<file path="config.mk">
export PLATFORM = sky130hd
export DESIGN_NAME = exc_ctrl
export DESIGN_NICKNAME = d
export VERILOG_FILES = /design/src/rtl/exc_ctrl_pkg.sv /design/src/rtl/exc_stage.sv /design/src/rtl/exc_ctrl.sv
export SDC_FILE = /design/constraint.sdc
export NUM_CORES = 1
export LEC_CHECK = 0
export ABC_AREA = 1
export BUFFER_PORTS_ARGS = -buffer_cell sky130_fd_sc_hd__clkbuf_2
export CAP_MARGIN = 30
export CORE_MARGIN = 2
export CORE_UTILIZATION = 39
export DETAILED_ROUTE_END_ITERATION = 10
export GPL_TIMING_DRIVEN = 1
export HOLD_SLACK_MARGIN = 0.15
export PLACE_DENSITY = 0.77
export SYNTH_ARGS = -nofsm -noshare
export SYNTH_HDL_FRONTEND = slang
export SYNTH_SLANG_ARGS = --single-unit
</file>
<file path="constraint.sdc">
create_clock -name clk -period 1.6 [get_ports clk]
set_input_delay 0.08 -clock clk [delete_from_list [all_inputs] [get_ports clk]]
set_output_delay 0.08 -clock clk [all_outputs]
set_load 0.1 [all_outputs]
</file>
<file path="src/rtl/exc_ctrl_pkg.sv">
// Shared types and constants for the precise-exception controller.
// Holds the ExcCode values, the controller state encoding and the staged-slot record.
package exc_ctrl_pkg;

    localparam logic [4:0] EXC_INT     = 5'd0;
    localparam logic [4:0] EXC_ADEL    = 5'd4;
    localparam logic [4:0] EXC_ADES    = 5'd5;
    localparam logic [4:0] EXC_SYSCALL = 5'd8;
    localparam logic [4:0] EXC_RI      = 5'd10;
    localparam logic [4:0] EXC_OV      = 5'd12;

    typedef enum logic [1:0] {
        ST_RUN  = 2'd0,
        ST_TRAP = 2'd1,
        ST_RET  = 2'd2
    } ctrl_state_t;

    // One pipeline slot's view of the oldest exception seen so far for its instruction.
    typedef struct packed {
        logic       valid;
        logic [4:0] code;
        logic       bd;
    } exc_slot_t;

    localparam exc_slot_t SLOT_EMPTY = '0;

    // Restart address: a delay-slot instruction restarts at its branch.
    function automatic logic [31:0] restart_pc(input logic [31:0] pc, input logic bd);
        return bd ? (pc - 32'd4) : pc;
    endfunction

endpackage

</file>
<file path="src/rtl/exc_stage.sv">
// One staged exception slot: advances with the pipeline, holds on stall or
// takes a bubble, and keeps the first-detected exception of its instruction.
module exc_stage
    import exc_ctrl_pkg::*;
(
    input  logic       clk,
    input  logic       reset,
    input  logic       flush,
    input  logic       hold,
    input  logic       bubble,
    input  exc_slot_t  prev,
    input  logic       exc_valid,
    input  logic [4:0] exc_code,
    input  logic       bd,
    output exc_slot_t  slot
);

    exc_slot_t next_slot;

    always_comb begin
        // NOTE: default every field first so no path leaves next_slot unassigned (no latch).
        next_slot    = prev;
        next_slot.bd = bd;
        if (!prev.valid && exc_valid) begin
            next_slot.valid = 1'b1;
            next_slot.code  = exc_code;
        end
    end

    // Flush beats hold: a stalled slot still empties when the pipeline is cleared.
    always_ff @(posedge clk) begin
        // NOTE: non-blocking assignments for all clocked state; reset is synchronous here.
        if (reset || flush || bubble) begin
            slot <= SLOT_EMPTY;
        end else if (!hold) begin
            slot <= next_slot;
        end
    end

endmodule

</file>
<file path="src/rtl/exc_ctrl.sv">
// Precise exception / interrupt / eret controller committing at the M stage.
// Tracks per-instruction exceptions through D/E/M and sequences the redirect.
module exc_ctrl
    import exc_ctrl_pkg::*;
#(
    parameter logic [31:0] HANDLER_PC = 32'h0000_4180,
    parameter logic [31:0] NOP_PC     = 32'h1823_1051
) (
    input  logic        clk,
    input  logic        reset,
    input  logic        stall,
    input  logic        iExcValidF,
    input  logic [4:0]  iExcF,
    input  logic        iExcValidD,
    input  logic [4:0]  iExcD,
    input  logic        iExcValidE,
    input  logic [4:0]  iExcE,
    input  logic        iBDD,
    input  logic [31:0] iPCM,
    input  logic        iEretM,
    input  logic [5:0]  iHWInt,
    input  logic [5:0]  iIM,
    input  logic        iIE,
    input  logic        iEXL,
    input  logic [31:0] iEPC,
    output logic        oTake,
    output logic [4:0]  oExcCode,
    output logic        oBD,
    output logic [31:0] oEPC,
    output logic        oEXLclr,
    output logic        oFlush,
    output logic        oRedirect,
    output logic [31:0] oNPC
);

    ctrl_state_t state;
    logic        flush_q;
    logic        redirect_q;
    exc_slot_t   slot_d;
    exc_slot_t   slot_e;
    exc_slot_t   slot_m;
    logic        in_run;
    logic        pc_valid;
    logic        int_req;
    logic        take;
    logic        eret_commit;

    exc_stage u_stage_d (
        .clk       (clk),
        .reset     (reset),
        .flush     (flush_q),
        .hold      (stall),
        .bubble    (1'b0),
        .prev      (SLOT_EMPTY),
        .exc_valid (iExcValidF),
        .exc_code  (iExcF),
        .bd        (1'b0),
        .slot      (slot_d)
    );

    exc_stage u_stage_e (
        .clk       (clk),
        .reset     (reset),
        .flush     (flush_q),
        .hold      (stall),
        .bubble    (1'b0),
        .prev      (slot_d),
        .exc_valid (iExcValidD),
        .exc_code  (iExcD),
        .bd        (iBDD),
        .slot      (slot_e)
    );

    // E->M inserts a bubble on stall instead of holding.
    exc_stage u_stage_m (
        .clk       (clk),
        .reset     (reset),
        .flush     (flush_q),
        .hold      (1'b0),
        .bubble    (stall),
        .prev      (slot_e),
        .exc_valid (iExcValidE),
        .exc_code  (iExcE),
        .bd        (slot_e.bd),
        .slot      (slot_m)
    );

    assign in_run   = (state == ST_RUN);
    assign pc_valid = (iPCM != NOP_PC);
    assign int_req  = (|(iHWInt & iIM)) & iIE & ~iEXL;

    // A pending interrupt waits for a real instruction in M so EPC is meaningful.
    assign take        = ~reset & in_run & pc_valid & (int_req | slot_m.valid);
    assign eret_commit = ~reset & in_run & pc_valid & iEretM & ~int_req & ~slot_m.valid;

    always_ff @(posedge clk) begin
        if (reset) begin
            state      <= ST_RUN;
            flush_q    <= 1'b0;
            redirect_q <= 1'b0;
        end else begin
            unique case (state)
                ST_RUN: begin
                    if (take) begin
                        state      <= ST_TRAP;
                        flush_q    <= 1'b1;
                        redirect_q <= 1'b1;
                    end else if (eret_commit) begin
                        state      <= ST_RET;
                        flush_q    <= 1'b1;
                        redirect_q <= 1'b1;
                    end
                end
                default: begin
                    state      <= ST_RUN;
                    flush_q    <= 1'b0;
                    redirect_q <= 1'b0;
                end
            endcase
        end
    end

    always_comb begin
        oTake    = take;
        oEXLclr  = eret_commit;
        oExcCode = '0;
        oBD      = 1'b0;
        oEPC     = '0;
        if (take) begin
            oExcCode = int_req ? EXC_INT : slot_m.code;
            oBD      = slot_m.bd;
            oEPC     = restart_pc(iPCM, slot_m.bd);
        end
        unique case (state)
            ST_TRAP: oNPC = HANDLER_PC;
            ST_RET:  oNPC = iEPC;
            default: oNPC = '0;
        endcase
    end

    assign oFlush    = flush_q;
    assign oRedirect = redirect_q;

endmodule

</file>
==> run summary, run 1 <==
FLOORPLAN
--------------------------------------------------------------------------------
Vert. Die Dim                                                           83.24 um
Initial Utilization                                                       40.87%
Total number of placement rows                                                28
Chip width                                                              83.24 um
I/O pins                                                                     175

LOGIC SYNTHESIS
--------------------------------------------------------------------------------
Share of Yosys cell area claimed by the top area cell type                19.93%
Count of distinct cell types in the synthesized netlist                       28
Ranking of synthesized cells by area                                nand2_1 20%, dfxtp_1 19%, inv_1 14%
YS warnings                                                                    0
Most instantiated library cell after synthesis                           nand2_1
Top cells by instance count after synthesis                         130 x nand2_1, 90 x inv_1, 76 x nor2_1
Top FF cell, synth                                                       dfxtp_1
Mean instance size in the synthesized netlist                          5.453 um2
Netlist Area Pre-Place                                                  2449 um2
Leading area contributor after synthesis                                 nand2_1
Total nets after synthesis                                                   554
Count of state elements after synthesis                                       23
Count of flip-flops with a built-in enable after synthesis                     0
Number of standard cells after synthesis                                     449
Share of synthesized flip-flops with an asynchronous set or reset             0%
Share of synthesized area occupied by flip-flops and latches              18.80%

OUTCOME
--------------------------------------------------------------------------------
Last stage reached                                                  global routing
Halt Reason                                                         [ERROR DPL-0038] Utilization greater than 100%, impossible to legalize
Run status                                                          aborted with a tool error

PLACED DESIGN
--------------------------------------------------------------------------------
Placed instance count                                                        706
GPL Wtd Cong                                                              0.9893
Port buffer count                                                            174
DP Worst Slack                                                        -0.1375 ns
Post-DP HPWL                                                             8190 um

CLOCK TREE
--------------------------------------------------------------------------------
CTS H-Tree Depth                                                               1
Root buffer selected by CTS                                             clkbuf_8
Maximum number of buffers from clock root to sink                              2
CTS sink count                                                                23
Number of buffers inserted during clock tree synthesis                         3

STA
--------------------------------------------------------------------------------
Classification of the worst endpoint                                 output port
Post-GRT worst EP                                                       oEPC[21]

GLOBAL ROUTE
--------------------------------------------------------------------------------
Largest net degree at the start of global routing                             19

[cell families after synthesis]
logic type               share of synthesized area [%]
AO/OA/AOI/OAI                                    8.993
XOR/XNOR                                         3.935
adder cells (fa/ha/maj)                          2.044
buffers and inverters                            16.50
flip-flops                                       18.80
AND/OR/NAND/NOR                                  49.72
[stage by stage]
step	cell area, um2	setup TNS, ns	util (%)	hold WS [ns]
2_1_floorplan	2821	-4.923	-	0.1927
3_3_place_gp	4956	-0.04498	82.73	0.2835
3_5_place_dp	4956	-3.641	82.73	0.3169
4_1_cts	5707	-7.219	95.26	0.1534
[what timing repair did]
action / 4_1_cts
endpoints found under the hold margin: 17
hold buffers: 20
endpoints found under the setup margin: 56
buffers inserted: 18
resized for setup: 58
pin swaps: 33
gates cloned: 4
==> run 2: changes to the inputs <==
--- a/config.mk
+++ b/config.mk
@@ -9,11 +9,10 @@
 export BUFFER_PORTS_ARGS = -buffer_cell sky130_fd_sc_hd__clkbuf_2
 export CAP_MARGIN = 30
 export CORE_MARGIN = 2
-export CORE_UTILIZATION = 39
+export CORE_UTILIZATION = 24
 export DETAILED_ROUTE_END_ITERATION = 10
 export GPL_TIMING_DRIVEN = 1
-export HOLD_SLACK_MARGIN = 0.15
-export PLACE_DENSITY = 0.77
+export PLACE_DENSITY_LB_ADDON = 0.15
 export SYNTH_ARGS = -nofsm -noshare
 export SYNTH_HDL_FRONTEND = slang
 export SYNTH_SLANG_ARGS = --single-unit
==> run 2 against run 1 <==
Against the previous run: the flow now finishes, with violations (negative setup slack); synthesized area stayed put; synthesized cell count stayed put.
==> run summary, run 2 <==
OUTCOME
-------------------------------------------------------------------------------------
Run status                                                               finished with violations   was aborted with a tool error
Violations in the final reports                                          negative setup slack

CLOCK TREE
-------------------------------------------------------------------------------------
Number of buffers inserted during clock tree synthesis                              3   unchanged
Clock-pin slew of the registers on the worst-case setup and hold paths        0.08 ns
CTS sink count                                                                     23   unchanged
CTS H-Tree Depth                                                                    1   unchanged
Hold_buf cts                                                                        0   was 20
Clock tree from TritonCTS                                                         yes
Source-to-sink clock delay at the later pin of the worst-skew pair            0.26 ns
Maximum number of buffers from clock root to sink                                   2   unchanged
Root buffer selected by CTS                                                  clkbuf_8   unchanged

PWR
-------------------------------------------------------------------------------------
VDD IR-drop max                                                             0.5938 mV
LEAKAGE                                                                      2.714 nW
Total power                                                                  2.890 mW
P per Cell Area                                                          504.2 nW/um2

STA
-------------------------------------------------------------------------------------
Worst Setup Slack, final                                                   -0.2651 ns
Unrepaired setup endpoints after global routing                                   yes
Worst relative slew slack                                                      63.66%
Highest Clock Rate                                                          536.2 MHz
Final clock period utilization by the worst path                               116.6%
Aggregate negative setup slack                                              -5.972 ns
Max-slew violation count                                                            0
Number of hold violations in the final report                                       0
Final-report setup violation count                                                 38
Min Tclk post-route                                                          1.865 ns
Largest clock skew in the final design                                    0.004129 ns
Slew at the pin closest to its max-slew limit                               0.5474 ns

LOGIC SYNTHESIS
-------------------------------------------------------------------------------------
Share of Yosys cell area claimed by the top area cell type                     19.93%   unchanged
Count of state elements after synthesis                                            23   unchanged
Most instantiated library cell after synthesis                                nand2_1   unchanged
Ranking of synthesized cells by area                                     nand2_1 20%, dfxtp_1 19%, inv_1 14%   unchanged
Leading area contributor after synthesis                                      nand2_1   unchanged
Mean instance size in the synthesized netlist                               5.453 um2   unchanged
Number of standard cells after synthesis                                          449   unchanged
Total nets after synthesis                                                        554   unchanged
Share of synthesized flip-flops with an asynchronous set or reset                  0%   unchanged
Top FF cell, synth                                                            dfxtp_1   unchanged
Count of distinct cell types in the synthesized netlist                            28   unchanged
Count of flip-flops with a built-in enable after synthesis                          0   unchanged
Netlist Area Pre-Place                                                       2449 um2   unchanged
YS warnings                                                                         0   unchanged
Share of synthesized area occupied by flip-flops and latches                   18.80%   unchanged
Top cells by instance count after synthesis                              130 x nand2_1, 90 x inv_1, 76 x nor2_1   unchanged

PLACED DESIGN
-------------------------------------------------------------------------------------
GPL Wtd Cong                                                                   0.8506   was 0.9893
Placed instance area                                                         5101 um2   was 4956 um2
Port buffer count                                                                 174   unchanged
DP Worst Slack                                                            -0.02641 ns   was -0.1375 ns
Post-DP HPWL                                                                  7624 um   was 8190 um

CELLS AND AREA
-------------------------------------------------------------------------------------
Final core occ                                                                 58.38%
Commonest non-fill, non-tap cell in the layout                                nand2_1
Post-route cell area                                                         5733 um2
Largest registers                                                        u_stage_e.slot: 7 flops, u_stage_m.slot: 7 flops, u_stage_d.slot: 6 flops
Number of nets in the final layout                                                774
Layout area overhead                                                           134.1%
Number of antenna repair diodes                                                     0
Share of final-layout standard cells stronger than drive strength 1            52.54%
Most frequent cells in the layout                                        109 x nand2_1, 102 x clkbuf_2, 81 x inv_1

SETUP PATH
-------------------------------------------------------------------------------------
Biggest fanout along the worst timing path                                          5
CP arrival                                                                    1.79 ns
Startpoint class of the critical path                                        register
Worst r2r src                                                            oRedirect$_SDFFE_PP0P_
Critical path class                                                      register to output pin
Endpoint kind of the worst setup timing path                               output pin
Required time at the endpoint of the critical path                            1.52 ns
Setup crit start                                                         u_stage_m.slot[0]$_SDFF_PP0_
Reg2Reg Capture Point                                                    u_stage_e.slot[3]$_SDFFE_PP0N_
Worst-case reg-to-reg path depth                                                    5
Capture point of the worst path                                              oEPC[27]
Register-to-Register Setup Slack                                              0.28 ns

DETAILED ROUTING
-------------------------------------------------------------------------------------
Detailed Routing Iterations Pass 1                                                  5
Residual antenna-violating net count after detailed routing                         0
Routed WL                                                                     9409 um
Detailed router's first-iteration violation count                                 129
Post-detailed-route via-to-cell ratio                                           4.271
DR WL/cell                                                                   11.75 um
Vias                                                                             3421
DRC violation count after routing                                                   0

FLOORPLAN
-------------------------------------------------------------------------------------
Initial Utilization                                                            24.94%   was 40.87%
Standard cell core area                                                      9819 um2
Total number of placement rows                                                     36   was 28
I/O pins                                                                          175   unchanged
Chip width                                                                   105.0 um   was 83.24 um
Vert. Die Dim                                                                105.0 um   was 83.24 um
Overall die area                                                            11030 um2

GLOBAL ROUTE
-------------------------------------------------------------------------------------
Tot GR Track Use                                                               16.88%
Number of global-route vias before repair                                        3385
Largest net degree at the start of global routing                                  25
Final global-route overflow total                                                   0
First-pass GRT wire length                                                   15810 um
Number of antenna violations at the first check in global routing                   0

MIN PATH
-------------------------------------------------------------------------------------
Min-delay worst type                                                     input pin to register

JOB
-------------------------------------------------------------------------------------
Max-cap violation count                                                             0

## run 2: cell counts after synthesis
Identical to the previous run, type by type.
## run 2: kinds of logic after synthesis
logic type,count (synthesis),synth area share (%)
flip-flops,23,18.80
buffers and inverters,100,16.50
AO/OA/AOI/OAI,44,8.993
adder cells (fa/ha/maj),4,2.044
AND/OR/NAND/NOR,267,49.72
XOR/XNOR,11,3.935
## run 2: final cells by class
class                           count  area [um2]
Fill cell                         936        4086
Timing Repair Buffer              224        2471
Multi-Input combinational cell    326        2206
Sequential cell                    23       467.9
Inverter                           91       372.9
Tap cell                          133       166.4
Clock buffer                        3       41.29
Clock inverter                      1       7.507
## run 2: power breakdown
part,switching [mW],internal (mW),total (mW)
sequential,0.0260,0.612,0.638
clock,0.181,0.176,0.357
combinational,1.23,0.667,1.90
## run 2: worst min-delay path by stage
stage	from	end	cells after the start
2_1_floorplan	iExcValidF	u_stage_d.slot[6]$_SDFFE_PP0N_	2
3_3_place_gp	iBDD	u_stage_e.slot[0]$_SDFFE_PP0N_	3
3_5_place_dp	iBDD	u_stage_e.slot[0]$_SDFFE_PP0N_	3
4_1_cts	iBDD	u_stage_e.slot[0]$_SDFFE_PP0N_	3
5_1_grt	iExcF[2]	u_stage_d.slot[3]$_SDFFE_PP0N_	3
6_report	iBDD	u_stage_e.slot[0]$_SDFFE_PP0N_	3
## run 2: worst max-delay path, stage by stage (launching register included)
cell and delay, ns:
dfxtp_4 0.38, inv_4 0.04, nor2_4 0.11, nand3_4 0.11, nor3_4 0.25, nand4_1 0.17
nand2_1 0.11, nand2_2 0.06, nor2_4 0.10, buf_12 0.18
## run 2: timing repair
action	4_1_cts	5_1_grt
gates cloned	2	0
hold endpoints to repair	0	0
setup endpoints to repair	42	62
setup buffers	15	11
pin swaps	11	27
resized for setup	40	37
## run 2: stage by stage
stage	cells	hold WS [ns]
floorplan	449	0.1927
global placement	772	0.2873
detailed placement	772	0.2911
CTS	793	0.01384
global route	801	0.03893
finish	801	0.01397
## run 2: metal layers
layer,routed length [um],global-route usage [%],part of all wire [%],vias to the layer above
met5,0,0,0,-
met1,4030,21.72,43,1495
met3,585,3.119,6.2,4
li1,-,-,-,1787
met2,4771,30.47,51,135
met4,21,1.048,0.22,0
Power figures use the tool's default switching activity.
==> run 3: changes to the inputs <==
--- a/config.mk
+++ b/config.mk
@@ -8,7 +8,7 @@
 export ABC_AREA = 1
 export BUFFER_PORTS_ARGS = -buffer_cell sky130_fd_sc_hd__clkbuf_2
 export CAP_MARGIN = 30
-export CORE_MARGIN = 2
+export CORE_MARGIN = 3
 export CORE_UTILIZATION = 24
 export DETAILED_ROUTE_END_ITERATION = 10
 export GPL_TIMING_DRIVEN = 1
==> run 3 against run 2 <==
Against the previous run: the flow still finishes with violations (negative setup slack); cell count is 0.12% higher; count of clock-buffer cells in the layout stayed put; via count is 0.82% higher; register-to-register slack worse by 0.05 ns; non-clock buffer count is 1 higher; die area is 3.8% higher; critical path type unchanged; largest cell class unchanged; largest power group unchanged.
==> run summary, run 3 (same netlist as run 2, synthesis figures left out) <==
OUTCOME
-------------------------------------------------------------------------------------
Run status                                                               finished with violations   unchanged
Violations in the final reports                                          negative setup slack   unchanged

FLOORPLAN
-------------------------------------------------------------------------------------
Initial Utilization                                                            24.82%   was 24.94%
Total number of placement rows                                                     36   unchanged
Vert. Die Dim                                                                107.0 um   was 105.0 um
Standard cell core area                                                      9864 um2   was 9819 um2
I/O pins                                                                          175   unchanged
Chip width                                                                   107.0 um   was 105.0 um
Overall die area                                                            11450 um2   was 11030 um2

STA
-------------------------------------------------------------------------------------
Number of hold violations in the final report                                       0   unchanged
Max-slew violation count                                                            0   unchanged
Worst relative slew slack                                                      63.94%   was 63.66%
Highest Clock Rate                                                          523.7 MHz   was 536.2 MHz
Unrepaired setup endpoints after global routing                                   yes   unchanged
Final-report setup violation count                                                 38   unchanged
Final clock period utilization by the worst path                               119.3%   was 116.6%
Largest clock skew in the final design                                    0.009365 ns   was 0.004129 ns
Aggregate negative setup slack                                              -5.588 ns   was -5.972 ns
Min Tclk post-route                                                          1.909 ns   was 1.865 ns
Worst Setup Slack, final                                                   -0.3094 ns   was -0.2651 ns
Slew at the pin closest to its max-slew limit                               0.5432 ns   was 0.5474 ns

PWR
-------------------------------------------------------------------------------------
Net switching power                                                          1.471 mW   was 1.435 mW
Internal power                                                               1.497 mW   was 1.456 mW
Part of the power in registers                                                  21.5%   was 22.1%
VDD IR-drop max                                                             0.4317 mV   was 0.5938 mV
LEAKAGE                                                                      2.752 nW   was 2.714 nW
Fraction of power spent switching nets                                         49.56%   was 49.64%
Clock network fraction of design power                                          12.2%   was 12.3%
Combinational fraction of design power                                          66.4%   was 65.6%
P per Cell Area                                                          507.3 nW/um2   was 504.2 nW/um2
Total power                                                                  2.968 mW   was 2.890 mW

GLOBAL ROUTE
-------------------------------------------------------------------------------------
Number of global-route vias before repair                                        3336   was 3385
Number of antenna violations at the first check in global routing                   0   unchanged
Tot GR Track Use                                                               15.65%   was 16.88%
Largest net degree at the start of global routing                                  24   was 25
Final global-route overflow total                                                   0   unchanged
First-pass GRT wire length                                                   15140 um   was 15810 um

PLACED DESIGN
-------------------------------------------------------------------------------------
Port buffer count                                                                 174   unchanged
Post-DP HPWL                                                                  7719 um   was 7624 um
Placed instance count                                                             771   was 772
GPL Wtd Cong                                                                   0.8756   was 0.8506
DP Worst Slack                                                            -0.05561 ns   was -0.02641 ns

DETAILED ROUTING
-------------------------------------------------------------------------------------
Detailed router's first-iteration violation count                                  84   was 129
Routed WL                                                                     9600 um   was 9409 um
DR WL/cell                                                                   11.97 um   was 11.75 um
DRC violation count after routing                                                   0   unchanged
Residual antenna-violating net count after detailed routing                         0   unchanged
Detailed Routing Iterations Pass 1                                                  4   was 5
Post-detailed-route via-to-cell ratio                                           4.300   was 4.271
Vias                                                                             3449   was 3421

CLOCK TREE
-------------------------------------------------------------------------------------
CTS sink count                                                                     23   unchanged
Clock-pin slew of the registers on the worst-case setup and hold paths        0.09 ns   was 0.08 ns
Root buffer selected by CTS                                                  clkbuf_8   unchanged
CTS H-Tree Depth                                                                    1   unchanged
Maximum number of buffers from clock root to sink                                   2   unchanged
Clock tree from TritonCTS                                                         yes   unchanged
Number of buffers inserted during clock tree synthesis                              3   unchanged
Source-to-sink clock delay at the later pin of the worst-skew pair            0.26 ns   about the same

SETUP PATH
-------------------------------------------------------------------------------------
Biggest fanout along the worst timing path                                          5   unchanged
Endpoint kind of the worst setup timing path                               output pin   unchanged
Reg2Reg Capture Point                                                    state[1]$_SDFFE_PP0P_   was u_stage_e.slot[3]$_SDFFE_PP0N_
Most used cell along the critical path                                         nor2_4   unchanged
Worst r2r src                                                            state[0]$_SDFFE_PP0P_   was oRedirect$_SDFFE_PP0P_
Buf/Inv on CP                                                                       2   unchanged
Required time at the endpoint of the critical path                            1.52 ns   about the same
Critical path class                                                      register to output pin   unchanged
Kind of cell with the highest combined delay on the critical path        simple AND/OR/NAND/NOR gates   unchanged
Startpoint class of the critical path                                        register   unchanged
Critical-path top delay cell                                                  dfxtp_4   unchanged
Logic depth of the worst setup path including buffers                               9   unchanged
Critical path cell sequence                                              inv_4, nor2_4, nand3_4, nor3_4, nand4_1, nand2_1, nand2_2, nor2_4, buf_12   unchanged
CP arrival                                                                    1.83 ns   was 1.79 ns
Worst-case reg-to-reg path depth                                                   10   was 5
Max incr delay on CP                                                          0.38 ns   about the same
Register-to-Register Setup Slack                                              0.23 ns   was 0.28 ns

CELLS AND AREA
-------------------------------------------------------------------------------------
Most frequent cells in the layout                                        102 x clkbuf_2, 88 x nand2_1, 79 x buf_12   was 109 x nand2_1, 102 x clkbuf_2, 81 x inv_1
Number of antenna repair diodes                                                     0   unchanged
Commonest non-fill, non-tap cell in the layout                               clkbuf_2   was nand2_1
Number of nets in the final layout                                                775   was 774
Share of final-layout standard cells stronger than drive strength 1            59.49%   was 52.54%
Count of non-filler cells in the finished layout                                  802   was 801
Largest registers                                                        u_stage_e.slot: 7 flops, u_stage_m.slot: 7 flops, u_stage_d.slot: 6 flops   unchanged
Layout area overhead                                                           138.9%   was 134.1%

MIN PATH
-------------------------------------------------------------------------------------
Worst hold stages                                                                   3   unchanged
Capture endpoint of the worst hold path                                  u_stage_e.slot[0]$_SDFFE_PP0N_   unchanged
Start point of the worst hold path                                               iBDD   unchanged
Min-delay worst type                                                     input pin to register   unchanged

JOB
-------------------------------------------------------------------------------------
Max-cap violation count                                                             0   unchanged

[run 3: changes by cell type in the layout (fill, tap and decap cells not counted), sizes merged]
cell    delta
clkbuf     +1
[run 3: through the flow]
step | utilization (%) | hold slack [ns] | instance area [um2]
finish | 59.31 | 0.01451 | 5851
global route | 59.31 | 0.002578 | 5851
CTS | 55.24 | 0.01168 | 5449
detailed placement | 51.51 | 0.2897 | 5081
global placement | 51.51 | 0.2878 | 5081
floorplan | - | 0.1927 | 2821
[run 3: what timing repair did]
item / CTS / global route
setup endpoints to repair: 38 / 65
hold buffers: 0 / 0
pin swaps: 16 / 25
gates cloned: 3 / 2
setup buffers: 12 / 16
gates resized for setup: 33 / 100
[run 3: worst max path at each step]
stage,slack [ns],to,start
2_1_floorplan,-0.30,oEPC[10],state[1]$_SDFFE_PP0P_
3_3_place_gp,-0.01,oEPC[26],iPCM[2]
3_5_place_dp,-0.06,oEPC[26],iPCM[2]
4_1_cts,-0.26,oEPC[27],u_stage_m.slot[0]$_SDFF_PP0_
5_1_grt,-0.43,oEPC[27],u_stage_m.slot[0]$_SDFF_PP0_
6_report,-0.31,oEPC[27],u_stage_m.slot[0]$_SDFF_PP0_
[run 3: power groups by stage]
stage                     clock network [mW]  registers, mW  logic, mW
after CTS                              0.374          0.637       1.86
after global placement                     0          0.653       1.73
final                                  0.361          0.637       1.97
after detailed placement                   0          0.654       1.75
after floorplan                            0          0.691       1.07
after global routing                   0.409          0.643       2.07
[run 3: final cells by class]
cell class,instances,area (um2)
tap,133,166.4
clock inverter,1,7.507
sequential,23,467.9
multi-input combinational,326,2292
timing repair buffer,225,2505
fill,908,4014
inverter,91,370.4
clock buffer,3,41.29
[run 3: worst register-to-register path, delay by kind of cell, from the launching register on]
family	cells	cell delay, ns
flip-flops	1	0.33
AND/OR/NAND/NOR	4	0.23
buffers and inverters	5	0.59
adder cells (fa/ha/maj)	1	0.13
[run 3: per-layer routing]
| layer | vias up | track usage [%] | part of all wire [%] |
|---|---|---|---|
| li1 | 1795 | - | - |
| met1 | 1524 | 19.11 | 40 |
| met2 | 124 | 29.18 | 52 |
| met3 | 6 | 3.311 | 7.7 |
| met4 | 0 | 1.279 | 0.57 |
| met5 | - | 0 | 0 |
==> run 4: changes to the inputs <==
--- a/config.mk
+++ b/config.mk
@@ -8,6 +8,8 @@
 export ABC_AREA = 1
 export BUFFER_PORTS_ARGS = -buffer_cell sky130_fd_sc_hd__clkbuf_2
 export CAP_MARGIN = 30
+export CELL_PAD_IN_SITES_DETAIL_PLACEMENT = 0
+export CELL_PAD_IN_SITES_GLOBAL_PLACEMENT = 1
 export CORE_MARGIN = 3
 export CORE_UTILIZATION = 24
 export DETAILED_ROUTE_END_ITERATION = 10
==> run 4 against run 3 <==
Against the previous run: the flow still finishes with violations (negative setup slack); clock skew grew 0.0014 ns; largest power group unchanged; total power shrank 3.0%; clock power grew 1%; non-clock buffer count grew 2; largest cell class unchanged; highest routed layer unchanged; sequential power is essentially flat; count of clock-buffer cells in the layout is the same; critical path depth is the same; critical path type unchanged; flip-flop and latch count is the same; register-to-register slack is essentially flat; worst setup slack gained 0.0045 ns.
==> run summary, run 4 (same netlist as run 2, synthesis figures left out) <==
SETUP PATH
-------------------------------------------------------------------------------------
Critical path cell sequence                                              inv_4, nor2_4, nand3_4, nor3_4, nand4_1, nand2_1, nand2_2, nor2_4, buf_12   unchanged
CP arrival                                                                    1.82 ns   was 1.83 ns
Most used cell along the critical path                                         nor2_4   unchanged
Critical-path top delay cell                                                  dfxtp_4   unchanged
Biggest fanout along the worst timing path                                          5   unchanged
Endpoint kind of the worst setup timing path                               output pin   unchanged
Startpoint class of the critical path                                        register   unchanged
Buf/Inv on CP                                                                       2   unchanged
Critical path class                                                      register to output pin   unchanged
Max incr delay on CP                                                          0.38 ns   about the same
Kind of cell with the highest combined delay on the critical path        simple AND/OR/NAND/NOR gates   unchanged
Required time at the endpoint of the critical path                            1.52 ns   about the same

STA
-------------------------------------------------------------------------------------
Aggregate negative setup slack                                              -6.131 ns   was -5.588 ns
Final clock period utilization by the worst path                               119.1%   was 119.3%
Worst relative slew slack                                                      63.54%   was 63.94%
Number of hold violations in the final report                                       0   unchanged
Max-slew violation count                                                            0   unchanged
Min Tclk post-route                                                          1.905 ns   was 1.909 ns
Final-report setup violation count                                                 39   was 38
Worst Setup Slack, final                                                   -0.3049 ns   was -0.3094 ns
Largest clock skew in the final design                                     0.01076 ns   was 0.009365 ns
Highest Clock Rate                                                          525.0 MHz   was 523.7 MHz
Slew at the pin closest to its max-slew limit                               0.5492 ns   was 0.5432 ns
Unrepaired setup endpoints after global routing                                   yes   unchanged

PWR
-------------------------------------------------------------------------------------
LEAKAGE                                                                      2.749 nW   was 2.752 nW
Internal power                                                               1.448 mW   was 1.497 mW
VDD IR-drop max                                                             0.4600 mV   was 0.4317 mV
Fraction of power spent switching nets                                         49.69%   was 49.56%
Combinational fraction of design power                                          65.1%   was 66.4%
P per Cell Area                                                          502.7 nW/um2   was 507.3 nW/um2
Net switching power                                                          1.430 mW   was 1.471 mW
Part of the power in registers                                                  22.2%   was 21.5%
Clock network fraction of design power                                          12.7%   was 12.2%

FLOORPLAN
-------------------------------------------------------------------------------------
Initial Utilization                                                            24.82%   unchanged
Total number of placement rows                                                     36   unchanged
Vert. Die Dim                                                                107.0 um   unchanged
I/O pins                                                                          175   unchanged
Overall die area                                                            11450 um2   unchanged
Standard cell core area                                                      9864 um2   unchanged
Chip width                                                                   107.0 um   unchanged

OUTCOME
-------------------------------------------------------------------------------------
Run status                                                               finished with violations   unchanged
Violations in the final reports                                          negative setup slack   unchanged

DETAILED ROUTING
-------------------------------------------------------------------------------------
Residual antenna-violating net count after detailed routing                         0   unchanged
DR WL/cell                                                                   11.41 um   was 11.97 um
Detailed Routing Iterations Pass 1                                                  5   was 4
Routed WL                                                                     9175 um   was 9600 um
Vias                                                                             3389   was 3449
DRC violation count after routing                                                   0   unchanged
Detailed router's first-iteration violation count                                  84   unchanged
Post-detailed-route via-to-cell ratio                                           4.215   was 4.300

CELLS AND AREA
-------------------------------------------------------------------------------------
Most frequent cells in the layout                                        109 x nand2_1, 102 x clkbuf_2, 82 x inv_1   was 102 x clkbuf_2, 88 x nand2_1, 79 x buf_12
Number of antenna repair diodes                                                     0   unchanged
Largest registers                                                        u_stage_e.slot: 7 flops, u_stage_m.slot: 7 flops, u_stage_d.slot: 6 flops   unchanged
Post-route cell area                                                         5725 um2   was 5851 um2
Layout area overhead                                                           133.8%   was 138.9%
Commonest non-fill, non-tap cell in the layout                                nand2_1   was clkbuf_2
Number of nets in the final layout                                                777   was 775
Count of non-filler cells in the finished layout                                  804   was 802
Share of final-layout standard cells stronger than drive strength 1            53.50%   was 59.49%

GLOBAL ROUTE
-------------------------------------------------------------------------------------
Number of antenna violations at the first check in global routing                   0   unchanged
First-pass GRT wire length                                                   15010 um   was 15140 um
Number of global-route vias before repair                                        3292   was 3336
Final global-route overflow total                                                   0   unchanged
Tot GR Track Use                                                               15.66%   was 15.65%
Largest net degree at the start of global routing                                  23   was 24

CLOCK TREE
-------------------------------------------------------------------------------------
Number of buffers inserted during clock tree synthesis                              3   unchanged
CTS sink count                                                                     23   unchanged
Maximum number of buffers from clock root to sink                                   2   unchanged
Source-to-sink clock delay at the later pin of the worst-skew pair            0.27 ns   was 0.26 ns
Clock-pin slew of the registers on the worst-case setup and hold paths        0.09 ns   about the same
Root buffer selected by CTS                                                  clkbuf_8   unchanged
Clock tree from TritonCTS                                                         yes   unchanged
CTS H-Tree Depth                                                                    1   unchanged

PLACED DESIGN
-------------------------------------------------------------------------------------
GPL Wtd Cong                                                                   0.8188   was 0.8756
DP Worst Slack                                                            -0.06768 ns   was -0.05561 ns
Port buffer count                                                                 174   unchanged
Placed instance count                                                             778   was 771
Placed instance area                                                         5146 um2   was 5081 um2
Post-DP HPWL                                                                  7700 um   was 7719 um

JOB
-------------------------------------------------------------------------------------
Max-cap violation count                                                             0   unchanged

MIN PATH
-------------------------------------------------------------------------------------
Min-delay worst type                                                     input pin to register   unchanged

[run 4: final cells by class]
cell class                      count  area, um2
Timing Repair Buffer              227       2466
Inverter                           91      372.9
Tap cell                          133      166.4
Fill cell                         908       4139
Multi-Input combinational cell    326       2203
Clock inverter                      1      7.507
Sequential cell                    23      467.9
Clock buffer                        3      41.29
[run 4: stage by stage]
stage	total power, mW	hold slack, ns	util [%]
after floorplan	1.761	0.1927	-
final	2.878	0.01083	58.04
after detailed placement	2.414	0.2860	52.17
after global routing	3.026	0.02733	58.04
after CTS	2.906	0.002809	57.24
after global placement	2.399	0.2852	52.17
[run 4: worst min-delay path, delay by kind of cell]
kind,cells,cell delay (ns)
and+or+nand+nor,1,0.04
AOI/OAI and AO/OA,1,0.06
buffers and inverters,1,0.07
[run 4: path summary, 6_finish.rpt]
path | startpoint | to | slack, ns | cells past startpoint
worst max-delay path | u_stage_m.slot[0]$_SDFF_PP0_ | oEPC[27] | -0.30 | 9
worst max register to register | state[1]$_SDFFE_PP0P_ | state[1]$_SDFFE_PP0P_ | 0.23 | 9
worst min register to register | u_stage_e.slot[0]$_SDFFE_PP0N_ | u_stage_m.slot[0]$_SDFF_PP0_ | 0.44 | 2
worst min-delay path | iBDD | u_stage_e.slot[0]$_SDFFE_PP0N_ | 0.01 | 3
[run 4: power groups by stage]
stage	clock, mW	sequential, mW	combinational [mW]
finish	0.365	0.639	1.87
global route	0.400	0.645	1.98
CTS	0.377	0.639	1.89
detailed placement	0	0.656	1.76
global placement	0	0.654	1.74
floorplan	0	0.691	1.07
[run 4: layer usage]
layer	vias to the layer above	GRT usage [%]	wire length (um)
li1	1789	-	-
met5	-	0	0
met2	111	28.87	4617
met4	0	1.005	26
met1	1485	19.37	3812
met3	4	3.552	718
[run 4: what timing repair did]
action	CTS	global route
hold buffers	0	0
resized for setup	53	25
setup buffers	19	6
pin swaps	29	24
endpoints found under the setup margin	38	64
cloned	2	0
